## src/rtl/cfg_serial_rx_pkg.sv

```systemverilog
// Shared constants, state encoding and helpers for the configuration serial
// receiver. Optional feature macro: CFG_SERIAL_RX_PARITY_EN (adds a trailing
// even-parity bit to every frame).
package cfg_serial_rx_pkg;

  localparam int ADDR_W     = 5;
  localparam int DATA_W     = 10;
  localparam int FRAME_BITS = 15;
  localparam int CNT_W      = 5;

`ifdef CFG_SERIAL_RX_PARITY_EN
  localparam int SHIFT_W = FRAME_BITS + 1;
`else
  localparam int SHIFT_W = FRAME_BITS;
`endif

  // A frame is accepted only with exactly SHIFT_W bits; the counter saturates
  // one above that so over-long frames stay distinguishable.
  localparam logic [CNT_W-1:0] CNT_ACCEPT = CNT_W'(SHIFT_W);
  localparam logic [CNT_W-1:0] CNT_SAT    = CNT_W'(SHIFT_W + 1);

  typedef enum logic [1:0] {
    IDLE  = 2'd0,
    SHIFT = 2'd1,
    ERR   = 2'd2
  } state_e;

  localparam int ERR_LEN = 0;
  localparam int ERR_TMO = 1;
  localparam int ERR_PAR = 2;

  // Even parity holds when the XOR over all bits, parity bit included, is 0.
  function automatic logic even_parity_ok(input logic [SHIFT_W-1:0] bits);
    return ((^bits) == 1'b0);
  endfunction

endpackage

```

## src/rtl/cfg_rx_sync.sv

```systemverilog
// Multi-flop synchroniser for one asynchronous pad input.
module cfg_rx_sync #(
  parameter int SYNC_STAGES = 2
) (
  input  logic clk,
  input  logic rst,
  input  logic d_i,
  output logic q_o
);

  logic [SYNC_STAGES-1:0] sync_d;
  logic [SYNC_STAGES-1:0] sync_q;

  // Shift the pad value one stage deeper each clock.
  always_comb begin
    sync_d = {sync_q[SYNC_STAGES-2:0], d_i};
  end

  // Synchroniser flop chain.
  always_ff @(posedge clk or posedge rst) begin
    if (rst) begin
      sync_q <= {SYNC_STAGES{1'b0}};
    end else begin
      sync_q <= sync_d;
    end
  end

  assign q_o = sync_q[SYNC_STAGES-1];

endmodule

```

## src/rtl/cfg_serial_rx.sv

```systemverilog
// Configuration frame receiver: synchronises the 3-wire pad interface
// (sclk/sen/sdi), deserialises frames MSB first and emits addr/data with a
// one-cycle valid. Bad frames are dropped and flagged in sticky err bits.
// Optional feature macro: CFG_SERIAL_RX_PARITY_EN.
module cfg_serial_rx
  import cfg_serial_rx_pkg::*;
#(
  parameter int SYNC_STAGES    = 2,
  parameter int TIMEOUT_CYCLES = 1024
) (
  input  logic        clk,
  input  logic        rst,
  input  logic        sclk_i,
  input  logic        sen_i,
  input  logic        sdi_i,
  output logic        valid,
  output logic [4:0]  addr,
  output logic [9:0]  data,
  output logic [2:0]  err,
  input  logic        err_clr,
  output logic [7:0]  frame_cnt
);

  localparam int TMO_W = $clog2(TIMEOUT_CYCLES);
  localparam logic [TMO_W-1:0] TMO_LAST = TMO_W'(TIMEOUT_CYCLES - 1);

  logic sclk_s, sen_s, sdi_s;
  logic sclk_h_d, sclk_h_q, sen_h_d, sen_h_q;
  logic sclk_rise, sen_rise, sen_fall;

  // Marks when the synchronisers hold real pad values rather than reset zeros.
  logic [SYNC_STAGES-1:0] fill_d, fill_q;
  logic primed;
  // Set once sen has genuinely been seen low; a frame may only start when set.
  logic armed_d, armed_q;

  state_e              state_d, state_q;
  logic [SHIFT_W-1:0]  shift_d, shift_q, shift_nxt;
  logic [CNT_W-1:0]    cnt_d, cnt_q, cnt_nxt;
  logic [TMO_W-1:0]    tmo_d, tmo_q, tmo_inc;
  logic                valid_d, valid_q;
  logic [ADDR_W-1:0]   addr_d, addr_q;
  logic [DATA_W-1:0]   data_d, data_q;
  logic [2:0]          err_d, err_q, err_set;
  logic [7:0]          frame_cnt_d, frame_cnt_q;

  cfg_rx_sync #(.SYNC_STAGES(SYNC_STAGES)) u_sync_sclk (
    .clk(clk), .rst(rst), .d_i(sclk_i), .q_o(sclk_s));
  cfg_rx_sync #(.SYNC_STAGES(SYNC_STAGES)) u_sync_sen (
    .clk(clk), .rst(rst), .d_i(sen_i), .q_o(sen_s));
  cfg_rx_sync #(.SYNC_STAGES(SYNC_STAGES)) u_sync_sdi (
    .clk(clk), .rst(rst), .d_i(sdi_i), .q_o(sdi_s));

  assign sclk_rise = sclk_s & ~sclk_h_q;
  assign sen_rise  = sen_s & ~sen_h_q;
  assign sen_fall  = ~sen_s & sen_h_q;
  assign primed    = fill_q[SYNC_STAGES-1];

  // Edge history, synchroniser fill tracking and frame-start arming.
  always_comb begin
    sclk_h_d = sclk_s;
    sen_h_d  = sen_s;
    fill_d   = {fill_q[SYNC_STAGES-2:0], 1'b1};
    if (primed && !sen_s) begin
      armed_d = 1'b1;
    end else if (state_q == IDLE && sen_rise) begin
      armed_d = 1'b0;
    end else begin
      armed_d = armed_q;
    end
  end

  // Receive FSM: next state, datapath updates and error events.
  always_comb begin
    state_d     = state_q;
    shift_d     = shift_q;
    cnt_d       = cnt_q;
    tmo_d       = tmo_q;
    valid_d     = 1'b0;
    addr_d      = addr_q;
    data_d      = data_q;
    frame_cnt_d = frame_cnt_q;
    err_set     = 3'b000;
    tmo_inc     = tmo_q + TMO_W'(1);

    // A same-cycle sclk edge is absorbed before the frame is judged.
    if (sclk_rise) begin
      shift_nxt = {shift_q[SHIFT_W-2:0], sdi_s};
      cnt_nxt   = (cnt_q == CNT_SAT) ? CNT_SAT : (cnt_q + CNT_W'(1));
    end else begin
      shift_nxt = shift_q;
      cnt_nxt   = cnt_q;
    end

    case (state_q)
      IDLE: begin
        if (sen_rise && armed_q) begin
          state_d = SHIFT;
          shift_d = {SHIFT_W{1'b0}};
          cnt_d   = {CNT_W{1'b0}};
          tmo_d   = {TMO_W{1'b0}};
        end else begin
          state_d = IDLE;
        end
      end
      SHIFT: begin
        shift_d = shift_nxt;
        cnt_d   = cnt_nxt;
        tmo_d   = sclk_rise ? {TMO_W{1'b0}} : tmo_inc;
        if (sen_fall) begin
          state_d = IDLE;
          if (cnt_nxt == CNT_ACCEPT) begin
`ifdef CFG_SERIAL_RX_PARITY_EN
            if (even_parity_ok(shift_nxt)) begin
              valid_d     = 1'b1;
              addr_d      = shift_nxt[SHIFT_W-1 -: ADDR_W];
              data_d      = shift_nxt[SHIFT_W-1-ADDR_W -: DATA_W];
              frame_cnt_d = frame_cnt_q + 8'd1;
            end else begin
              err_set[ERR_PAR] = 1'b1;
            end
`else
            valid_d     = 1'b1;
            addr_d      = shift_nxt[SHIFT_W-1 -: ADDR_W];
            data_d      = shift_nxt[SHIFT_W-1-ADDR_W -: DATA_W];
            frame_cnt_d = frame_cnt_q + 8'd1;
`endif
          end else begin
            err_set[ERR_LEN] = 1'b1;
          end
        end else if (!sclk_rise && (tmo_inc == TMO_LAST)) begin
          err_set[ERR_TMO] = 1'b1;
          state_d          = ERR;
        end else begin
          state_d = SHIFT;
        end
      end
      ERR: begin
        if (!sen_s) begin
          state_d = IDLE;
        end else begin
          state_d = ERR;
        end
      end
      default: begin
        state_d = IDLE;
      end
    endcase

    // Sticky errors: a new event in the clearing cycle still lands.
    err_d = (err_clr ? 3'b000 : err_q) | err_set;
`ifndef CFG_SERIAL_RX_PARITY_EN
    err_d[ERR_PAR] = 1'b0;
`endif
  end

  // State, datapath and output registers.
  always_ff @(posedge clk or posedge rst) begin
    if (rst) begin
      sclk_h_q    <= 1'b0;
      sen_h_q     <= 1'b0;
      fill_q      <= {SYNC_STAGES{1'b0}};
      armed_q     <= 1'b0;
      state_q     <= IDLE;
      shift_q     <= {SHIFT_W{1'b0}};
      cnt_q       <= {CNT_W{1'b0}};
      tmo_q       <= {TMO_W{1'b0}};
      valid_q     <= 1'b0;
      addr_q      <= {ADDR_W{1'b0}};
      data_q      <= {DATA_W{1'b0}};
      err_q       <= 3'b000;
      frame_cnt_q <= 8'd0;
    end else begin
      sclk_h_q    <= sclk_h_d;
      sen_h_q     <= sen_h_d;
      fill_q      <= fill_d;
      armed_q     <= armed_d;
      state_q     <= state_d;
      shift_q     <= shift_d;
      cnt_q       <= cnt_d;
      tmo_q       <= tmo_d;
      valid_q     <= valid_d;
      addr_q      <= addr_d;
      data_q      <= data_d;
      err_q       <= err_d;
      frame_cnt_q <= frame_cnt_d;
    end
  end

  assign valid     = valid_q;
  assign addr      = addr_q;
  assign data      = data_q;
  assign err       = err_q;
  assign frame_cnt = frame_cnt_q;

endmodule

```

## config.mk

```make
export PLATFORM = sky130hd
export DESIGN_NAME = cfg_serial_rx
export DESIGN_NICKNAME = d
export VERILOG_FILES = /design/src/rtl/cfg_serial_rx_pkg.sv /design/src/rtl/cfg_rx_sync.sv /design/src/rtl/cfg_serial_rx.sv
export SDC_FILE = /design/constraint.sdc
export NUM_CORES = 1
export LEC_CHECK = 0
export BUFFER_PORTS_ARGS = -buffer_cell sky130_fd_sc_hd__buf_4
export CORE_ASPECT_RATIO = 0.7
export CORE_UTILIZATION = 40
export CTS_BUF_LIST = sky130_fd_sc_hd__clkbuf_16
export CTS_CLUSTER_SIZE = 25
export DETAILED_ROUTE_END_ITERATION = 10
export SLEW_MARGIN = 0
export SYNTH_ARGS = -nofsm -noshare
export SYNTH_HDL_FRONTEND = slang
export SYNTH_SLANG_ARGS = --single-unit
```

## constraint.sdc

```tcl
create_clock -name clk -period 2.45 [get_ports clk]
set_input_delay 0 -clock clk [delete_from_list [all_inputs] [get_ports clk]]
set_output_delay 0 -clock clk [all_outputs]
set_load 0.05 [all_outputs]
```

==> run metrics <==
Int Power between 2 and 2.5 mW; post-CTS setup buffers 0; Tot Pwr 3.244 mW; Die ar. 0.008535 mm2; io pins 33; DR vias/cell between 5 and 6; fmax about 440 MHz; clock skew between 0.004 and 0.005 ns; clock transition at the registers of the reported paths roughly 0.06 ns; later-pin clock latency in the skew report ~0.32 ns; TritonCTS Buffers 9; vias in the first global route approximately 2,200; total global routing overflow 0; first drt pass iteration count 4; Seq pwr share 39.6%; Starting Density about two fifths; most frequent cells in the layout dfrtp_1, nand2_1, buf_4; first-pass GRT wire length approximately 11,000 um; CTS sink cnt 69; Cells after Synth ~310; P_sw a little over 800 uW; Reg2Reg Capture Point addr[0]$_DFFE_PP0P_; area of the multi-input gates approximately 0.0014 mm2; r2r startpoint cnt_q[0]$_DFFE_PP0P_; Avg Inst Size Synth around 11 um2; largest net degree at the start of global routing 70; Tmin final 2.259 ns; endpoints failing hold 0; startpoint types flop; total global-route track usage approximately 17%; Comb power frac approximately an eighth; Clk pwr share about half; Slew @ Worst Pin approximately 1.0 ns; register area share after synthesis 52.87%; Setup violations, final 0; r2r setup slk ~0.19 ns; status finished, final reports clean; initial antenna violation count 0; FF/Latch Area approximately 0.0017 mm2; MaxCap Viol Count 0; CP Cell Sequence inv_1 > ha_1 > and4bb_4 > nor4_1 > a221o_1 > nand3_2 > inv_6 > mux2_2; Mapped Area around 0.0033 mm2; nets ~360; site row count 27; Critical Path Sink addr[0]$_DFFE_PP0P_; Synth warnings 0; pwr dens around 800 mW/mm2; Max Slew Vio Count 0; HP Class in -> async; Final ANT Viol Nets 0; share of cells above drive strength 1 about a fifth; leakage power about 2.0 nW; CTS tree done; switching fraction of total power 24.91%; R2R cell count 8; total negative slack 0 ns; die width roughly 110 um; hpwl dp between 4000 and 5000 um; Routability Congestion between 0.8 and 0.9; unrepaired setup endpoints after global routing false; Net Count, Synth 322; count of different cell masters after synthesis between 40 and 50; Layout area overhead 22.99%; DRC violations left 0; Wirelength per Cell approximately 14 um; Setup crit start cnt_q[0]$_DFFE_PP0P_; final wirelength 6335 um; Via Count roughly 2,400; Tcrit/Tclk final 92.19%; CP peak stage delay about 0.43 ns; CTS root buffer clkbuf_16; Core ar. between 0.007 and 0.008 mm2; H-tree lvl count 3; final instance area approximately 0.004 mm2; FF+latch count, synth between 60 and 70; WP data required roughly 2.7 ns; port buffer count 31; most common cell after layout, fill and taps aside dfrtp_1; Max VDD drop about 380 uV; CP arrival between 2 and 2.5 ns; max_slew headroom between 20% and 30%; DP Area 0.003601 mm2; # diodes 0; die height a little under 80 um; Longest Clk Path Bufs 2; fillcell total just over 700; initial drt markers 189; type of the worst setup path reg -> reg; crit end category flop; largest fanout on the critical path 17; CP max stage cell dfrtp_1
[how the worst min path moves through the flow]
stage | cells past startpoint | slack (ns) | start | endpoint
detailed placement | 3 | 0.11 | rst | u_sync_sclk.sync_q[0]$_DFF_PP0_
CTS | 2 | 0.31 | sclk_i | u_sync_sclk.sync_q[0]$_DFF_PP0_
finish | 4 | 0.30 | rst | u_sync_sclk.sync_q[0]$_DFF_PP0_
global route | 2 | 0.32 | sdi_i | u_sync_sdi.sync_q[0]$_DFF_PP0_
floorplan | 0 | 0.03 | sclk_i | u_sync_sclk.sync_q[0]$_DFF_PP0_
global placement | 3 | 0.11 | rst | tmo_q[0]$_DFFE_PP0P_
[synthesized netlist by cell type (all sizes together)]
master    n  area (um2)
a2111o    1       11.26
a2111oi   1       15.01
a21o      6       45.04
a21oi     9       45.04
a221o     1       10.01
a221oi    1       8.760
a22o     16       140.1
a311oi    1       8.760
a31oi     1       6.260
and3      1       6.260
and4      1       8.760
and4bb    1       16.27
buf       4       43.79
clkbuf   10       37.54
conb      2       7.510
dfrtp    69        1727
ha        5       62.56
inv      10       40.04
mux2     16       214.0
mux2i     1       10.01
nand2    62       232.7
nand2b    7       43.79
nand3     6       40.04
nand3b    2       15.01
nand4     9       56.30
nor2     12       45.04
nor2b     5       31.28
nor3      5       36.29
nor4      6       37.54
o21a      2       15.01
o21ai    21       105.1
o2bb2ai   1       8.760
o31ai     2       15.01
o41ai     4       35.03
or3       1       6.260
xnor2     1       8.760
xor2      8       70.07
[sequential cells by signal, summed over array words and instances (netlist names)]
name	cells
addr	5
armed_q	1
cnt_q	5
data	10
err	2
fill_q	2
frame_cnt	8
sclk_h_q	1
sen_h_q	1
shift_q	15
state_q	2
tmo_q	10
u_sync_sclk.sync_q	2
u_sync_sdi.sync_q	2
u_sync_sen.sync_q	2
valid	1
[timing repair]
| action | in CTS | in global routing |
|---|---|---|
| resized for setup | 0 | 1 |
| endpoints found under the setup margin | 0 | 3 |
| hold endpoints to repair | 74 | 0 |
| hold buffers | 5 | 0 |
[critical path, delay by kind of cell, from the launching register on]
kind | cells | cell delay, ns
mux | 1 | 0.36
buf+inv | 2 | 0.27
fa+ha+maj | 1 | 0.19
simple gates | 3 | 0.71
flops | 1 | 0.43
compound gates | 1 | 0.18
[layer usage]
metal,wire length [um],vias to the layer above,track usage (%),share of wire (%)
li1,-,1175,-,-
met1,3381,1136,24.89,53
met2,2630,46,22.69,42
met3,248,6,4.706,3.9
met4,75,0,5.600,1.2
met5,0,-,0,0
[power by group through the flow]
| stage | sequential (mW) | clock [mW] | combinational [mW] |
|---|---|---|---|
| after floorplan | 1.29 | 0 | 0.290 |
| after global placement | 1.30 | 0 | 0.385 |
| after detailed placement | 1.30 | 0 | 0.397 |
| after CTS | 1.28 | 1.60 | 0.404 |
| after global routing | 1.30 | 1.66 | 0.448 |
| final | 1.28 | 1.56 | 0.397 |
[metrics by stage]
step | setup WS, ns | hold WS, ns | utilization (%) | cells
6_report | 0.1913 | 0.3005 | 51.03 | 456
3_3_place_gp | 0.2424 | 0.1090 | 45.75 | 435
2_1_floorplan | 0.3513 | 0.03143 | - | 311
5_1_grt | 0.004821 | 0.3205 | 51.03 | 456
4_1_cts | 0.1646 | 0.3131 | 50.99 | 456
3_5_place_dp | 0.1706 | 0.1104 | 45.75 | 435
[final cells by class]
class / count / area share, %
Inverter: 10 / 1.059
Multi-Input combinational cell: 218 / 35.30
Timing Repair Buffer: 42 / 8.474
Clock buffer: 9 / 5.607
Tap cell: 101 / 3.146
Clock inverter: 7 / 3.427
Sequential cell: 69 / 42.99
[cells by family after synthesis]
family	count (synthesis)	share of synthesized area (%)
and+or+nand+nor	118	17.62
DFF	69	52.87
AOI/OAI and AO/OA	67	14.37
buffers and inverters	24	3.717
muxes	17	6.858
xor gates and xnor gates	9	2.414
adders and majority gates	5	1.916
other	2	0.2300
Note: power is estimated with default switching activity, not from simulation.
